File: src/rtl/inst_queue_if.sv
// Handshake bundle between fetch (producer), the instruction queue and the
// decode/issue stage (consumer).
//   push_valid/push_inst/push_pc : fetch -> queue, one instruction per cycle
//   stall_out                    : queue -> fetch, almost-full back-pressure
//   pop_valid/pop_inst/pop_pc    : queue -> consumer, head entry (fall-through)
//   pop_ready                    : consumer -> queue, head accepted this cycle
// master = fetch/consumer side, slave = the queue.
interface inst_queue_if #(
  parameter int XLEN = 32
);
  logic            push_valid;
  logic [XLEN-1:0] push_inst;
  logic [XLEN-1:0] push_pc;
  logic            stall_out;
  logic            pop_valid;
  logic            pop_ready;
  logic [XLEN-1:0] pop_inst;
  logic [XLEN-1:0] pop_pc;

  modport master (
    output push_valid, push_inst, push_pc, pop_ready,
    input  stall_out, pop_valid, pop_inst, pop_pc
  );

  modport slave (
    input  push_valid, push_inst, push_pc, pop_ready,
    output stall_out, pop_valid, pop_inst, pop_pc
  );
endinterface

File: src/rtl/inst_queue.sv
// Instruction queue between fetch and decode/issue: a circular buffer of
// 2^DEPTH_LOG2 {inst, pc} entries with first-word fall-through on the pop side.
// Ports:
//   clk_in       : system clock, rising edge
//   rst_in       : asynchronous active-low reset (release synchronised upstream)
//   rdy_in       : global ready; low freezes all state
//   flush_in     : redirect; empties the queue at the edge (when rdy_in high)
//   q_if         : push/pop handshake bundle (slave side)
//   count_out    : occupied entries, 0..DEPTH
//   overflow_out : sticky, set when a push had to be dropped
module inst_queue #(
  parameter int DEPTH_LOG2 = 4,
  parameter int XLEN       = 32
) (
  input  logic                  clk_in,
  input  logic                  rst_in,
  input  logic                  rdy_in,
  input  logic                  flush_in,
  inst_queue_if.slave           q_if,
  output logic [DEPTH_LOG2:0]   count_out,
  output logic                  overflow_out
);

  localparam int DEPTH = 1 << DEPTH_LOG2;

  localparam logic [DEPTH_LOG2:0]   CNT_FULL = {1'b1, {DEPTH_LOG2{1'b0}}};
  localparam logic [DEPTH_LOG2:0]   CNT_ONE  = {{DEPTH_LOG2{1'b0}}, 1'b1};
  localparam logic [DEPTH_LOG2:0]   CNT_HI   = CNT_FULL - CNT_ONE;
  localparam logic [DEPTH_LOG2-1:0] PTR_ONE  = {{(DEPTH_LOG2-1){1'b0}}, 1'b1};

  logic [XLEN-1:0]       mem_inst [DEPTH];
  logic [XLEN-1:0]       mem_pc   [DEPTH];
  logic [DEPTH_LOG2-1:0] head;
  logic [DEPTH_LOG2-1:0] tail;
  logic [DEPTH_LOG2:0]   count;
  logic                  overflow;

  logic pop_fire;
  logic push_acc;
  logic advance;

  // A full queue still takes a push when the head leaves in the same cycle.
  assign pop_fire = (count != '0) && q_if.pop_ready;
  assign push_acc = q_if.push_valid && ((count < CNT_FULL) || pop_fire);
  assign advance  = rdy_in && !flush_in;

  assign q_if.pop_valid = (count != '0);
  assign q_if.pop_inst  = mem_inst[head];
  assign q_if.pop_pc    = mem_pc[head];
  // Raised one entry early so fetch has a cycle to react.
  assign q_if.stall_out = (count >= CNT_HI);
  assign count_out      = count;
  assign overflow_out   = overflow;

  always_ff @(posedge clk_in or negedge rst_in) begin
    if (!rst_in) begin
      head     <= '0;
      tail     <= '0;
      count    <= '0;
      overflow <= 1'b0;
    end else if (rdy_in) begin
      if (flush_in) begin
        head  <= '0;
        tail  <= '0;
        count <= '0;
      end else begin
        if (pop_fire) begin
          head <= head + PTR_ONE;
        end
        if (push_acc) begin
          tail <= tail + PTR_ONE;
        end
        if (q_if.push_valid && !push_acc) begin
          overflow <= 1'b1;
        end
        case ({push_acc, pop_fire})
          2'b10:   count <= count + CNT_ONE;
          2'b01:   count <= count - CNT_ONE;
          default: count <= count;
        endcase
      end
    end
  end

  // Entry storage is not reset; contents are only observed while pop_valid.
  always_ff @(posedge clk_in) begin
    if (advance && push_acc) begin
      mem_inst[tail] <= q_if.push_inst;
      mem_pc[tail]   <= q_if.push_pc;
    end
  end

endmodule

File: src/flat_wrapper.sv
// flat-port wrapper written by rule: the top's interface ports become plain ports
module inst_queue_flat 
#(
  parameter int DEPTH_LOG2 = 4,
  parameter int XLEN       = 32
)
  (clk_in, rst_in, rdy_in, flush_in, count_out, overflow_out, q_if_push_valid, q_if_push_inst, q_if_push_pc, q_if_pop_ready, q_if_stall_out, q_if_pop_valid, q_if_pop_inst, q_if_pop_pc);
  inst_queue_if #(.XLEN(XLEN)) q_if_i ();
  input  logic clk_in;
  input  logic rst_in;
  input  logic rdy_in;
  input  logic flush_in;
  output logic [DEPTH_LOG2:0] count_out;
  output logic overflow_out;
  input wire logic [$bits(q_if_i.push_valid)-1:0] q_if_push_valid;
  input wire logic [$bits(q_if_i.push_inst)-1:0] q_if_push_inst;
  input wire logic [$bits(q_if_i.push_pc)-1:0] q_if_push_pc;
  input wire logic [$bits(q_if_i.pop_ready)-1:0] q_if_pop_ready;
  output wire logic [$bits(q_if_i.stall_out)-1:0] q_if_stall_out;
  output wire logic [$bits(q_if_i.pop_valid)-1:0] q_if_pop_valid;
  output wire logic [$bits(q_if_i.pop_inst)-1:0] q_if_pop_inst;
  output wire logic [$bits(q_if_i.pop_pc)-1:0] q_if_pop_pc;
  assign q_if_i.push_valid = q_if_push_valid;
  assign q_if_i.push_inst = q_if_push_inst;
  assign q_if_i.push_pc = q_if_push_pc;
  assign q_if_i.pop_ready = q_if_pop_ready;
  assign q_if_stall_out = q_if_i.stall_out;
  assign q_if_pop_valid = q_if_i.pop_valid;
  assign q_if_pop_inst = q_if_i.pop_inst;
  assign q_if_pop_pc = q_if_i.pop_pc;
  inst_queue #(.DEPTH_LOG2(DEPTH_LOG2), .XLEN(XLEN)) u_core (.clk_in(clk_in), .rst_in(rst_in), .rdy_in(rdy_in), .flush_in(flush_in), .q_if(q_if_i), .count_out(count_out), .overflow_out(overflow_out));
endmodule
File: config.mk
export PLATFORM = sky130hd
export DESIGN_NAME = inst_queue_flat
export DESIGN_NICKNAME = d
export VERILOG_FILES = /design/src/rtl/inst_queue_if.sv /design/src/rtl/inst_queue.sv /design/src/flat_wrapper.sv
export SDC_FILE = /design/constraint.sdc
export NUM_CORES = 1
export LEC_CHECK = 0
export BUFFER_PORTS_ARGS = -buffer_cell sky130_fd_sc_hd__buf_4
export CAP_MARGIN = 20
export CORE_AREA = 5 5 279 254
export CTS_BUF_LIST = sky130_fd_sc_hd__clkbuf_16
export DETAILED_ROUTE_END_ITERATION = 10
export DIE_AREA = 0 0 284 259
export PLACE_DENSITY = 0.76
export SLEW_MARGIN = 20
export SYNTH_ARGS = -nofsm -noshare
export SYNTH_HDL_FRONTEND = slang
export SYNTH_SLANG_ARGS = --single-unit
export TNS_END_PERCENT = 100
File: constraint.sdc
create_clock -name clk_in -period 9 [get_ports clk_in]
set_input_delay 1.8 -clock clk_in [delete_from_list [all_inputs] [get_ports clk_in]]
set_output_delay 1.8 -clock clk_in [all_outputs]
set_load 0.02 [all_outputs]
# Yosys cells after proc, flatten, opt, wreduce, memory -nomap -nowiden
# Memories as Yosys holds them, arrays and structs flattened.
# Index checks and enable logic that the tools add are counted.
[totals] ff_bits=14 mem_bits_rw=1024 in_bits=70 n_memories=2
[classes] addsub=4 order_cmp=2 n_eq_ne=2 muxes=8 bitwise_logic=1 reduce_logical=16
[mem_list] memory="u_core.mem_inst" depth=16 width=32 read_ports=1 rd_clocked_by_memory_dff=0 wr=1 line="inst_queue.sv:31" text="logic [XLEN-1:0] mem_inst [DEPTH];"
[mem_list] memory="u_core.mem_pc" depth=16 width=32 read_ports=1 rd_clocked_by_memory_dff=0 wr=1 line="inst_queue.sv:32" text="logic [XLEN-1:0] mem_pc [DEPTH];"
[ops] operator="4-bit two-way mux" n=4
[ops] operator="5-bit case mux with 2 select lines" n=1
[ops] operator="4-bit by 1-bit adder with 4-bit output (second input constant)" n=2
[ops] operator="2-bit AND reduction" n=3
[ops] operator="5-bit by 1-bit adder with 5-bit output (second input constant)" n=1
[ops] operator="5-bit by 4-bit >= comparator with 1-bit output (second input constant)" n=1
[ops] operator="1-bit logical AND" n=5
[ops] operator="5-bit < comparator (second input constant)" n=1
[ops] operator="5-bit two-way mux" n=1
[ops] operator="5-bit nonzero test" n=1
[ops] operator="5-bit by 1-bit subtractor with 5-bit output (second input constant)" n=1
[ops] operator="2-bit nonzero test" n=2
[ops] operator="3-bit AND reduction" n=1
[ops] operator="3-bit nonzero test" n=1
[ops] operator="2-bit by 1-bit equality test with 1-bit output (second input constant)" n=1
[ops] operator="2-bit equality test (second input constant)" n=1
[ops] operator="1-bit zero test" n=2
[ops] operator="1-bit two-way mux" n=2
[ops] operator="1-bit logical OR" n=1
[ops] operator="1-bit inverter" n=1

# Logic depth before layout (Yosys ltp)
[logic_depth] depth_word=7 depth_mapped=9

# Worst setup path after synthesis
# OpenSTA, ideal clock, no wires.
[synth_path] path_type="in2reg" start="in rdy_in" end="mem u_core.mem_inst[2][0] (enable)" arrival_ps=8398 required_time_ps=8356 slack_ps=-42 path_stages=3 path_buffers=0 path_cell_list="nor2b_1 nand3_2 nor4_1"
[synth_between] elab_chain_cells=4
[synth_rtl] element="from (decl)" line="flat_wrapper.sv:11" text="input logic rdy_in;"
[synth_rtl] element="1-bit logical AND" line="inst_queue.sv:45" text="assign advance = rdy_in && !flush_in;"
[synth_rtl] element="1-bit logical AND" line="inst_queue.sv:87" text="if (advance && push_acc) begin"
[synth_rtl] element="1-bit two-way mux" line="inst_queue.sv:87"
[synth_rtl] element="1-bit two-way mux (not written as such)" line="inst_queue.sv:88" text="mem_inst[tail] <= q_if.push_inst;"
[synth_rtl] element="to (decl)" line="inst_queue.sv:31"
# No other way between the ends.

# Worst setup path in the final report
[layout_path] start="reg u_core.head[1]" end="out q_if_pop_inst[19]"
[layout_between] elab_chain_cells=1
[layout_rtl] element="from (decl)" line="inst_queue.sv:33" text="logic [DEPTH_LOG2-1:0] head;"
[layout_rtl] element="from (signal assigned)" line="inst_queue.sv:68" text="head <= head + PTR_ONE;"
[layout_rtl] element="memory 16 x 32 bit"
[layout_rtl] element="to (decl)" line="flat_wrapper.sv:21" text="output wire logic [$bits(q_if_i.pop_inst)-1:0] q_if_pop_inst;"
# No other way between the ends.

==> results.sh <==
export IMPL_status="complete, no violations"
export IMPL_seq_area_frac_synth_pct=77.3
export IMPL_grt_max_degree=143
export IMPL_startpoint="u_core.head[1]"
export IMPL_final_nets=2271
export IMPL_h_tree_depth=3
export IMPL_hold_class="flop to flop"
export IMPL_vdd_drop_max_v=0.000245
export IMPL_antenna_found_initial=8
export IMPL_leakage_nw=14.4
export IMPL_postSynthAreaPerCell_um2=19.9
export IMPL_critPathMaxFanout=37
export IMPL_yosysMostFrequentCell="edfxtp_1"
export IMPL_yosysWarnings=0
export IMPL_totalWireLength_um=90100
export IMPL_synth_top_area_cell="edfxtp_1"
export IMPL_worst_pin_slew_ns=1.13
export IMPL_seq_area_um2=31100
export IMPL_r2r_worst_path_cells=5
export IMPL_cts_tree="yes"
export IMPL_rows=91
export IMPL_die_x_um=284
export IMPL_ctsHoldBuffers=0
export IMPL_first_iter_violations=2243
export IMPL_pin_count=142
export IMPL_hpwl_um=43900
export IMPL_route_vias_total=20400
export IMPL_pre_cts_ws_ns=3.74
export IMPL_drc_errors=0
export IMPL_synth_edff_count=1024
export IMPL_ant_nets=0
export IMPL_clkSinkCount=1038
export IMPL_max_freq_ghz=0.168
export IMPL_die_y_um=259
export IMPL_crit_type="flop to output pin"
export IMPL_multi_input_area_um2=8500
export IMPL_critPathLaunchType="flop"
export IMPL_period_share_pct=66.3
export IMPL_r2r_slack_ns=5.81
export IMPL_maxCapViolCount=0
export IMPL_dieArea_um2=73600
export IMPL_async_reset_ff_share_pct=1.35
export IMPL_hold_viol=0
export IMPL_ys_top_cells_by_area="edfxtp_1 (76%), mux4_2 (7.2%), mux2i_1 (4.8%), mux2_2 (1.8%), o21ai_0 (1.7%)"
export IMPL_drive_above_1_share_pct=23.7
export IMPL_vias_per_cell=6.47
export IMPL_crit_reg2reg_launch="u_core.count_out[4]"
export IMPL_clk_latency_ns=0.66
export IMPL_worstPathRequired_ns=7.20
export IMPL_period_needed_ns=5.97
export IMPL_drtPass1Iterations=5
export IMPL_ys_seq_elements=1038
export IMPL_crit_end="q_if_pop_inst[19]"
export IMPL_grt_total_usage_pct=24.3
export IMPL_root_buffer="clkbuf_16"
export IMPL_setup_worst_path_end_class="output pin"
export IMPL_rsz0062_at_grt="no"
export IMPL_grt_overflow_total=0
export IMPL_max_slew_margin_pct=24.9
export IMPL_start_util_pct=59.4
export IMPL_synth_area_um2=40200
export IMPL_clk_pin_slew_worst_paths_ns=0.06
export IMPL_synthToLayoutAreaGrowth_pct=13.1
export IMPL_synth_top_flop_cell="edfxtp_1"
export IMPL_fill_cells=4206
export IMPL_core_um2=67700
export IMPL_ys_types=43
export IMPL_setup_slack_ns=3.03
export IMPL_finClkSkew_ns=0.0380
export IMPL_grt_pass1_vias=20900
export IMPL_cts_inserted_buffers=98
export IMPL_syn_num_nets=2101
export IMPL_netlist_instances=2022
export IMPL_maxSlewViolCount=0
export IMPL_synth_common_cells="edfxtp_1 (1024), mux2i_1 (193), o21ai_0 (137)"
export IMPL_cts_buffer_depth=3
export IMPL_worstPathArrival_ns=4.17
export IMPL_r2r_end="u_core.mem_pc[7][28]"
export IMPL_cts_resized=0
export IMPL_tns_ns=0
export IMPL_powerDensity_nw_per_um2=260
export IMPL_grt_first_pass_wirelength_um=134000
export IMPL_cts_setup_buffers=0
export IMPL_wire_per_inst_um=28.5
export IMPL_finalSetupViolations=0
export IMPL_synth_top_area_share_pct=76.5
export IMPL_globalplace_congestion=0.758
export IMPL_port_buffers=141
==> final cells by class <==
| type | instances | area share (%) |
|---|---|---|
| flip-flops and latches | 1038 | 68.4 |
| multi-input cells | 863 | 18.7 |
| clock buffers | 100 | 5.50 |
| repair buffers | 178 | 3.04 |
| well taps | 883 | 2.43 |
| clock inverters | 77 | 1.77 |
| inverters | 13 | 0.107 |
| diodes | 5 | 0.0275 |
==> cells by family after synthesis <==
family,count (synthesis),share of synthesized area (%)
flip-flops,1038,77.3
AND/OR/NAND/NOR,113,1.26
XOR/XNOR,3,0.0653
multiplexers,385,13.8
AO/OA/AOI/OAI,353,5.51
buffers and inverters,121,1.77
adder cells (fa/ha/maj),9,0.299
==> placed cells by master (no fill, tap or decap), drive strengths merged, types with 2 or more instances in the layout <==
cell      count
edfxtp     1024
mux2i       193
buf         178
o21ai       137
mux4        128
clkbuf      100
nand2        78
a21oi        72
a221oi       64
mux2         64
a22oi        64
inv          35
clkinv       32
bufinv       16
dfrtp        14
ha            8
clkinvlp      7
nor2          7
diode         5
and2          5
nand3         5
nor4          5
and3          4
nor2b         4
nand2b        3
xor2          3
o31ai         3
a21o          2
a31oi         2
==> layer usage <==
layer  GRT usage, %  up-vias  wire (µm)
met5              0        -         34
met4           6.74        6       2390
met3           4.90      172       7310
met2           40.2      947      44900
met1           33.8    10600      35500
li1               -     8691          -
==> worst min-delay path by stage <==
stage	startpoint	to	slack [ns]	cells past startpoint
final	u_core.overflow_out	u_core.overflow_out	0.51	1
after global routing	u_core.overflow_out	u_core.overflow_out	0.54	1
after CTS	u_core.overflow_out	u_core.overflow_out	0.52	1
after detailed placement	u_core.overflow_out	u_core.overflow_out	0.50	1
after global placement	u_core.overflow_out	u_core.overflow_out	0.48	1
after floorplan	u_core.tail[0]	u_core.tail[0]	0.53	2
==> per-stage QoR <==
| step | total power, mW | hold slack (ns) | instance area [µm²] | util, % | instances |
|---|---|---|---|---|---|
| final | 11.8 | 0.513 | 45500 | 67.1 | 3157 |
| after detailed placement | 7.72 | 0.497 | 42100 | 62.2 | 2974 |
| after floorplan | 7.22 | 0.532 | 40200 | - | 2022 |
| after CTS | 11.9 | 0.515 | 45400 | 67.1 | 3151 |
| after global routing | 12.3 | 0.540 | 45500 | 67.1 | 3155 |
| after global placement | 7.68 | 0.484 | 42100 | 62.2 | 2974 |
==> critical path, stage by stage (launching register included) <==
cell and delay [ns]:
dfrtp_4 0.82, buf_4 0.46, and2_4 0.62, buf_4 0.68, a221oi_1 0.22, a22oi_1 0.24
nand2_1 0.19, buf_4 0.21
==> flip-flops by register name (all words and copies together), names as in the netlist <==
register	cells
u_core.mem_pc	512
u_core.head	4
u_core.tail	4
u_core.count_out	5
u_core.mem_inst	512
u_core.overflow_out	1
==> report_power, final <==
part / internal [mW] / total (mW) / switching (mW)
clock: 2.48 / 4.21 / 1.73
sequential: 5.35 / 5.43 / 0.0783
combinational: 1.05 / 2.18 / 1.13
total: 8.88 / 11.8 / 2.94
Power figures use the tool's default switching activity.
